`config.mk`:
```
export PLATFORM = sky130hd
export DESIGN_NAME = uart_tx_scheduler
export DESIGN_NICKNAME = d
export VERILOG_FILES = /design/src/rtl/uart_tx_scheduler.sv
export SDC_FILE = /design/constraint.sdc
export NUM_CORES = 1
export LEC_CHECK = 0
export CORE_MARGIN = 3
export CORE_UTILIZATION = 44
export DETAILED_ROUTE_END_ITERATION = 16
export PLACE_DENSITY = 0.86
export SLEW_MARGIN = 20
export SYNTH_ARGS = -nofsm -noshare
export SYNTH_HDL_FRONTEND = slang
export SYNTH_SLANG_ARGS = --single-unit
```
`constraint.sdc`:
```
create_clock -name clk -period 1.76 [get_ports clk]
set_clock_uncertainty 0.05 [all_clocks]
set_input_delay 0.44 -clock clk [delete_from_list [all_inputs] [get_ports clk]]
set_output_delay 0.44 -clock clk [all_outputs]
set_load 0.02 [all_outputs]
```
`src/rtl/uart_tx_scheduler.sv`:
```
// rtl/uart_tx_scheduler.sv - round-robin scheduler sharing one UART transmitter among NREQ requesters
module uart_tx_scheduler #(
    parameter int DBIT        = 8,
    parameter int NREQ        = 4,
    parameter int GAP_CYCLES  = 16,
    parameter int TIMEOUT_CYC = 4096,
    localparam int IDW        = (NREQ > 1) ? $clog2(NREQ) : 1
) (
    input  logic                 clk,
    input  logic                 reset_n,
    input  logic [NREQ-1:0]      req,
    input  logic [NREQ*DBIT-1:0] req_data,
    output logic [NREQ-1:0]      ack,
    output logic                 err,
    output logic [IDW-1:0]       grant_id,
    output logic                 busy,
    output logic                 txstart,
    output logic [DBIT-1:0]      txdin,
    input  logic                 txdone
);

    localparam logic [1:0] S_IDLE  = 2'd0;
    localparam logic [1:0] S_START = 2'd1;
    localparam logic [1:0] S_WAIT  = 2'd2;
    localparam logic [1:0] S_GAP   = 2'd3;

    localparam int WW = $clog2(TIMEOUT_CYC);
    localparam int GW = (GAP_CYCLES > 0) ? $clog2(GAP_CYCLES + 1) : 1;

    // Terminal counts; GAP_LAST is never reached when the gap state is unused.
    localparam logic [WW-1:0] WAIT_LAST = WW'(TIMEOUT_CYC - 1);
    localparam logic [GW-1:0] GAP_LAST  = (GAP_CYCLES > 0) ? GW'(GAP_CYCLES - 1) : '0;

    logic [1:0]      r_state;
    logic [IDW-1:0]  r_rr;
    logic [WW-1:0]   r_wcnt;
    logic [GW-1:0]   r_gcnt;
    logic [NREQ-1:0] r_ack;
    logic            r_err;
    logic [IDW-1:0]  r_grant_id;
    logic            r_busy;
    logic            r_txstart;
    logic [DBIT-1:0] r_txdin;

    logic            w_found;
    logic [IDW-1:0]  w_pick;
    logic [IDW-1:0]  w_rr_next;
    logic [DBIT-1:0] w_data;

    // Round-robin search: first requester at or above the pointer, wrapping at NREQ.
    always_comb begin
        int idx;
        w_found = 1'b0;
        w_pick  = '0;
        idx     = 0;
        for (int k = 0; k < NREQ; k++) begin
            idx = int'(r_rr) + k;
            if (idx >= NREQ) begin
                idx = idx - NREQ;
            end
            if (!w_found && req[idx]) begin
                w_found = 1'b1;
                w_pick  = IDW'(idx);
            end
        end
    end

    assign w_rr_next = (w_pick == IDW'(NREQ - 1)) ? '0 : w_pick + 1'b1;
    assign w_data    = req_data[int'(w_pick)*DBIT +: DBIT];

    // Arbitration, frame sequencing, watchdog and inter-frame gap.
    always_ff @(posedge clk or negedge reset_n) begin
        if (!reset_n) begin
            r_state    <= S_IDLE;
            r_rr       <= '0;
            r_wcnt     <= '0;
            r_gcnt     <= '0;
            r_ack      <= '0;
            r_err      <= 1'b0;
            r_grant_id <= '0;
            r_busy     <= 1'b0;
            r_txstart  <= 1'b0;
            r_txdin    <= '0;
        end else begin
            r_txstart <= 1'b0;
            r_ack     <= '0;
            r_err     <= 1'b0;
            case (r_state)
                S_IDLE: begin
                    if (w_found) begin
                        r_txdin    <= w_data;
                        r_grant_id <= w_pick;
                        r_rr       <= w_rr_next;
                        r_busy     <= 1'b1;
                        r_state    <= S_START;
                    end
                end
                S_START: begin
                    r_txstart <= 1'b1;
                    r_wcnt    <= '0;
                    r_state   <= S_WAIT;
                end
                S_WAIT: begin
                    // txdone has priority over a simultaneous watchdog expiry.
                    if (txdone || (r_wcnt == WAIT_LAST)) begin
                        if (txdone) begin
                            r_ack <= NREQ'(1) << r_grant_id;
                        end else begin
                            r_err <= 1'b1;
                        end
                        if (GAP_CYCLES == 0) begin
                            r_busy  <= 1'b0;
                            r_state <= S_IDLE;
                        end else begin
                            r_gcnt  <= '0;
                            r_state <= S_GAP;
                        end
                    end else begin
                        r_wcnt <= r_wcnt + 1'b1;
                    end
                end
                S_GAP: begin
                    if (r_gcnt == GAP_LAST) begin
                        r_busy  <= 1'b0;
                        r_state <= S_IDLE;
                    end else begin
                        r_gcnt <= r_gcnt + 1'b1;
                    end
                end
                default: begin
                    r_busy  <= 1'b0;
                    r_state <= S_IDLE;
                end
            endcase
        end
    end

    assign ack      = r_ack;
    assign err      = r_err;
    assign grant_id = r_grant_id;
    assign busy     = r_busy;
    assign txstart  = r_txstart;
    assign txdin    = r_txdin;

endmodule

```
==> results of run 1 <==
## registers in the layout (all words and copies together) (netlist names)
| name | count |
|---|---|
| ack | 4 |
| grant_id | 2 |
| txstart | 1 |
| txdin | 8 |
| r_wcnt | 12 |
| busy | 1 |
| r_gcnt | 5 |
| r_rr | 2 |
| r_state | 2 |
| err | 1 |
## layout make-up
class	instances	area, um^2
clock buffer	6	82.6
clock inverter	1	30.0
fill	355	1380
inverter	4	15.0
multi-input combinational	183	1340
sequential	38	953
tap	67	83.8
timing repair buffer	99	938
## repair_timing
item | CTS | global route
pin swaps | 4 | 8
gates resized for setup | 15 | 24
setup endpoints to repair | 29 | 32
buffers inserted | 6 | 3
## logic make-up after synthesis
group,count (synthesis),synth area share [%]
xor+xnor,4,1.56
compound gates,56,19.9
simple gates,105,23.7
flops,38,42.3
fa+ha+maj,8,4.46
buf+inv,12,3.57
mux,10,4.51
## worst paths after layout
kind	start	end	slack [ps]	cells past startpoint
setup / recovery	ack[3]	ack[3]	30	1
hold / removal	reset_n	r_gcnt[4]	30	1
setup reg to reg	r_rr[1]	txdin[5]	50	6
hold reg to reg	txdin[1]	txdin[1]	440	2
max in group asynchronous	reset_n	r_wcnt[5]	1180	2
min in group clk	txdin[1]	txdin[1]	440	2
## power by group
| part | switching [mW] | internal (mW) | total (mW) |
|---|---|---|---|
| clock | 0.305 | 0.453 | 0.758 |
| sequential | 0.214 | 1.12 | 1.33 |
| combinational | 1.28 | 1.26 | 2.54 |
## cell usage after synthesis, types with 3 or more instances
| cell | n | area, um^2 |
|---|---|---|
| sky130_fd_sc_hd__and3_1 | 5 | 31.3 |
| sky130_fd_sc_hd__o211ai_2 | 8 | 100 |
| sky130_fd_sc_hd__dfrtp_1 | 38 | 951 |
| sky130_fd_sc_hd__a211o_1 | 8 | 70.1 |
| sky130_fd_sc_hd__nand2b_1 | 7 | 43.8 |
| sky130_fd_sc_hd__nand2_1 | 31 | 116 |
| sky130_fd_sc_hd__buf_6 | 4 | 45.0 |
| sky130_fd_sc_hd__nor2_1 | 21 | 78.8 |
| sky130_fd_sc_hd__ha_1 | 8 | 100 |
| sky130_fd_sc_hd__a31oi_1 | 4 | 25.0 |
| sky130_fd_sc_hd__o21ai_0 | 10 | 50.1 |
| sky130_fd_sc_hd__o21ai_1 | 9 | 45.0 |
| sky130_fd_sc_hd__inv_1 | 4 | 15.0 |
| sky130_fd_sc_hd__a21oi_1 | 4 | 20.0 |
| sky130_fd_sc_hd__nand4_1 | 3 | 18.8 |
| sky130_fd_sc_hd__mux2i_1 | 9 | 90.1 |
| sky130_fd_sc_hd__nor3_1 | 4 | 20.0 |
| sky130_fd_sc_hd__nand3_1 | 20 | 100 |
## through the flow
stage | TNS, ps | total power, mW | utilization [%] | hold slack, ps | area [um^2]
final | 0 | 4.63 | 71.5 | 25.2 | 3440
after detailed placement | -9220 | 3.65 | 65.2 | 353 | 3140
after global routing | -89.3 | 4.95 | 71.5 | 39.0 | 3440
after floorplan | -2.97 | 2.70 | - | 94.4 | 2280
after CTS | 0 | 4.52 | 69.0 | 30.6 | 3330
after global placement | -7950 | 3.57 | 65.2 | 345 | 3140
## layout by cell type, fill, tap and decap left out, types with 6 or more instances in the layout
cell type and count:
sky130_fd_sc_hd__clkbuf_8 6, sky130_fd_sc_hd__nand3_1 19, sky130_fd_sc_hd__nor2_1 19, sky130_fd_sc_hd__mux2i_1 7
sky130_fd_sc_hd__o211ai_2 8, sky130_fd_sc_hd__buf_4 39, sky130_fd_sc_hd__a211o_1 8, sky130_fd_sc_hd__o21ai_1 11
sky130_fd_sc_hd__clkdlybuf4s50_1 37, sky130_fd_sc_hd__nand2_1 31, sky130_fd_sc_hd__o21ai_0 8, sky130_fd_sc_hd__dfrtp_1 36
sky130_fd_sc_hd__dlymetal6s2s_1 8, sky130_fd_sc_hd__dlygate4sd2_1 9
## metal layers
| metal | wire length, um | vias to the layer above |
|---|---|---|
| li1 | - | 1040 |
| met1 | 2690 | 1036 |
| met2 | 3100 | 103 |
| met3 | 462 | 10 |
| met4 | 114 | 0 |
| met5 | 0 | - |
==> results.cfg, run 1 <==
[clock_network]
clk_latency_ps = 300
cts.htree.levels = 2
cts-hold-fix-buffers = 0
tritoncts = built
cts_root_buffer = sky130_fd_sc_hd__clkbuf_8
cts_sinks = 38
clk_pin_slew_worst_paths_ps = 80
cts-root-to-sink-buffers = 2
cts_made_buffers = 5

[setup_path]
critPathLaunchType = register
crit_end_category = output pin
family_with_the_most_delay_on_the_worst_path = buffers and inverters
required_time_of_the_critical_path_ps = 1270
crit_path_max_incr_delay_ps = 620
worstSetupPathType = register to output pin
cp_max_fo = 1
critical_path_cell_by_cell = clkdlybuf4s50_1
critical_path_arrival_ps = 1240
cp_slowest_cell = sky130_fd_sc_hd__clkdlybuf4s50_1
critPathBufInv = 1

[pwr]
peak_supply_drop_mv = 1.11
p_per_area_nw_per_um2 = 1350
leakagePower_nw = 1.62

[synthesis]
post_synth.cell_area_avg_um2 = 9.64
ys_seq_elements = 38
top_ff_cell_synth = sky130_fd_sc_hd__dfrtp_1
synth_net_count = 280
netlist_instances = 233
synth_sequential_area_ratio_pct = 42.3
synthesis.area_um2 = 2250
synth_enable_flop_cells = 0
yosysWarningCount = 0
synth.distinct_cells = 47
ys_async_sr_fraction_pct = 100

[global_routing]
grt.total_usage_pct = 21.5
first_global_vias = 2110
global_route.peak_usage_layer = met2
grt_util_met2_pct = 35.9
largest_net_degree_at_the_start_of_global_routing = 22
global_route_wire_length_before_repair_mm = 10.3
met1_usage_pct = 27.7
grt-ovfl-total = 0
grt_use_met3_pct = 5.68
antenna_found_initial = 0

[finish]
insertedDiodeCount = 0
area.growth.synth_to_final_pct = 53.3
finalNetCount = 378
final_layout_size_suffix_gt1_share_pct = 28.1
final_cells = 398

[run]
maxCapViolations = 0

[floorplan]
floorplan.die.width_um = 77.4
placeableCoreArea_um2 = 4820
num_io_pins = 56
chipHeight_um = 77.4
floorplan.die_area_um2 = 6000
initial_core_util_pct = 46.6
placement_rows = 25

[timing]
clock.fmax_mhz = 580
maxSlewViolCount = 0
finalWorstPathRequiredPeriod_ps = 1730
post-route-period-util_pct = 98.0
final_hold_viol_count = 0
max-slew-margin-rel_pct = 71.1
slew_of_the_pin_with_the_lowest_slew_margin_ps = 433
grt_setup_unrepaired = yes
fin_ws_ps = 34.7
finalSetupViolCount = 0

[placement]
dpl.cell_count = 382
dp_hpwl_mm = 4.53
dp_slack_ps = -528
globalplace.congestion = 0.896
io_buffer_count = 55

[route]
wl_per_cell_um = 16.0
detail-route-antenna-nets = 0
dr.first_iter.drc_count = 110
postRouteWirelength_mm = 6.37
route.detailed.drc = 0
detail_route.vias_per_cell = 5.50
via_count = 2189
drt-pass1-iter-count = 4

[min_path]
worst_hold_path_type = input port to asynchronous set/reset pin

[run_status]
outcome = finished clean
No activity file was read; power rests on OpenSTA's default activity.
==> inputs of run 2 (changes only) <==
Settings changed: CORE_UTILIZATION 44 to 51, DONT_BUFFER_PORTS set to 1, PLACE_DENSITY 0.86 to 0.79.
==> results.cfg, run 2 (same netlist as run 1, synthesis figures left out) <==
[pwr]
peak_supply_drop_mv = 0.623
leakagePower_nw = 1.22
p_per_area_nw_per_um2 = 1480

[finish]
number_of_flip_flops_under_the_largest_register_name = 12
sequential_area_um2 = 953
finalNetCount = 313
largest_register = r_wcnt
final_cells = 316
nFillCells = 304
layout.cells.most_common = sky130_fd_sc_hd__dfrtp_1
insertedDiodeCount = 0
area.growth.synth_to_final_pct = 22.1
multiInputGateArea_um2 = 1340
final_layout_size_suffix_gt1_share_pct = 29.7
layout.cells.most_common_list = 36 x sky130_fd_sc_hd__dfrtp_1, 31 x sky130_fd_sc_hd__nand2_1, 28 x sky130_fd_sc_hd__buf_4

[setup_path]
crit_end_category = register
worstSetupPathType = register to register
r2r_start = r_gcnt[1]
setup.worst_path.start = r_gcnt[1]
critPathLaunchType = register
family_with_the_most_delay_on_the_worst_path = flip-flops
timing.reg2reg.worst_path_depth = 7
critPathBufInv = 1
cp_slowest_cell = sky130_fd_sc_hd__dfrtp_1
required_time_of_the_critical_path_ps = 1890
cp_max_fo = 7
worst_r2r_endpoint = r_gcnt[1]
crit_path_max_incr_delay_ps = 410
critical_path_arrival_ps = 1850
reg2reg_setup_slack_ps = 40
critical_path_cell_by_cell = ha_2 -> and3_4 -> ha_2 -> buf_6 -> nor2_2 -> a22o_1 -> a22o_1

[placement]
globalplace.congestion = 0.880
dp_hpwl_mm = 3.78
dp_slack_ps = -91.4
dpl.cell_count = 300
io_buffer_count = 0

[route]
via_count = 1900
route.detailed.drc = 0
detail-route-antenna-nets = 0
drt-pass1-iter-count = 6
route.layer.met1.wl_mm = 2.28
wl_per_cell_um = 17.5
detail_route.vias_per_cell = 6.01
postRouteWirelength_mm = 5.54
met2WireLength_mm = 2.81
top_signal_layer_used = met4
route.met3.wl_um = 345
dr.first_iter.drc_count = 140

[global_routing]
antenna_found_initial = 0
grt-ovfl-total = 0
first_global_vias = 1960
grt.total_usage_pct = 21.5
largest_net_degree_at_the_start_of_global_routing = 39
global_route_wire_length_before_repair_mm = 8.91

[timing]
max-slew-margin-rel_pct = 69.9
clock.fmax_mhz = 580
post-route-period-util_pct = 97.9
finalWorstPathRequiredPeriod_ps = 1720
final_hold_viol_count = 0
fin_ws_ps = 36.4
finalSetupViolCount = 0
slew_of_the_pin_with_the_lowest_slew_margin_ps = 448
maxSlewViolCount = 0
grt_setup_unrepaired = yes

[floorplan]
placement_rows = 23
floorplan.die.width_um = 72.4
num_io_pins = 56
chipHeight_um = 72.4
floorplan.die_area_um2 = 5240
initial_core_util_pct = 54.6
placeableCoreArea_um2 = 4120

[clock_network]
cts_root_buffer = sky130_fd_sc_hd__clkbuf_8
tritoncts = built
cts_made_buffers = 5
clk_pin_slew_worst_paths_ps = 70
cts-root-to-sink-buffers = 2
cts.htree.levels = 2
clk_latency_ps = 300
cts_sinks = 38

[min_path]
hold_path.startpoint = txdone
worst_hold_path_type = input port to register
worstHoldEndpoint = ack[0]
whs_path_depth = 2

[run_status]
outcome = finished clean

[run]
maxCapViolations = 0
run 2: cell count changes in the layout (fill, tap and decap cells not counted), sizes merged:
cell           change
bufinv             -1
clkbuf             -1
clkdlybuf4s50     -37
dlygate4sd2        -9
dlymetal6s2s       -8
buf               -12
clkinv             +2
dlygate4sd3        +1
run 2: routing by layer:
layer | vias to the layer above | track usage (%)
met2 | 73 | 37.4
li1 | 913 | -
met5 | - | 0
met1 | 905 | 26.0
met4 | 0 | 6.68
met3 | 9 | 5.26
run 2: worst max path at each step:
stage,end,slack [ps],cells past startpoint
2_1_floorplan,r_wcnt[7],-3,8
5_1_grt,r_gcnt[3],-50,8
6_report,r_gcnt[1],40,7
3_5_place_dp,r_gcnt[1],-90,5
4_1_cts,txdin[2],7,5
3_3_place_gp,r_gcnt[1],30,5
run 2: layout make-up:
| cell class | instances | share of cell area, % |
|---|---|---|
| clock inverters | 2 | 0.365 |
| well taps | 50 | 2.28 |
| flip-flops and latches | 38 | 34.8 |
| clock buffers | 5 | 2.51 |
| repair buffers | 34 | 10.7 |
| multi-input cells | 183 | 48.8 |
| inverters | 4 | 0.548 |
run 2: stage by stage:
stage                     cell area (um^2)  TNS, ps  hold WS [ps]  util [%]  power (mW)
after floorplan                       2280    -2.97          94.4         -        2.70
after global placement                2460        0          95.3      59.8        3.09
after detailed placement              2460     -132          95.2      59.8        3.17
after CTS                             2590        0           248      63.0        3.78
after global routing                  2740     -173           255      66.6        4.35
final                                 2740        0           256      66.6        4.05
run 2: power breakdown:
group / internal [mW] / total, mW / switching (mW)
combinational: 0.950 / 1.98 / 1.03
clock: 0.266 / 0.570 / 0.304
sequential: 1.12 / 1.51 / 0.391
run 2: what timing repair did:
item                                    4_1_cts  5_1_grt
pin swaps                                     2        7
setup buffers                                 0        7
resized for setup                             6       21
endpoints found under the setup margin        7       26
hold endpoints to repair                     38        0
hold buffers                                  2        0
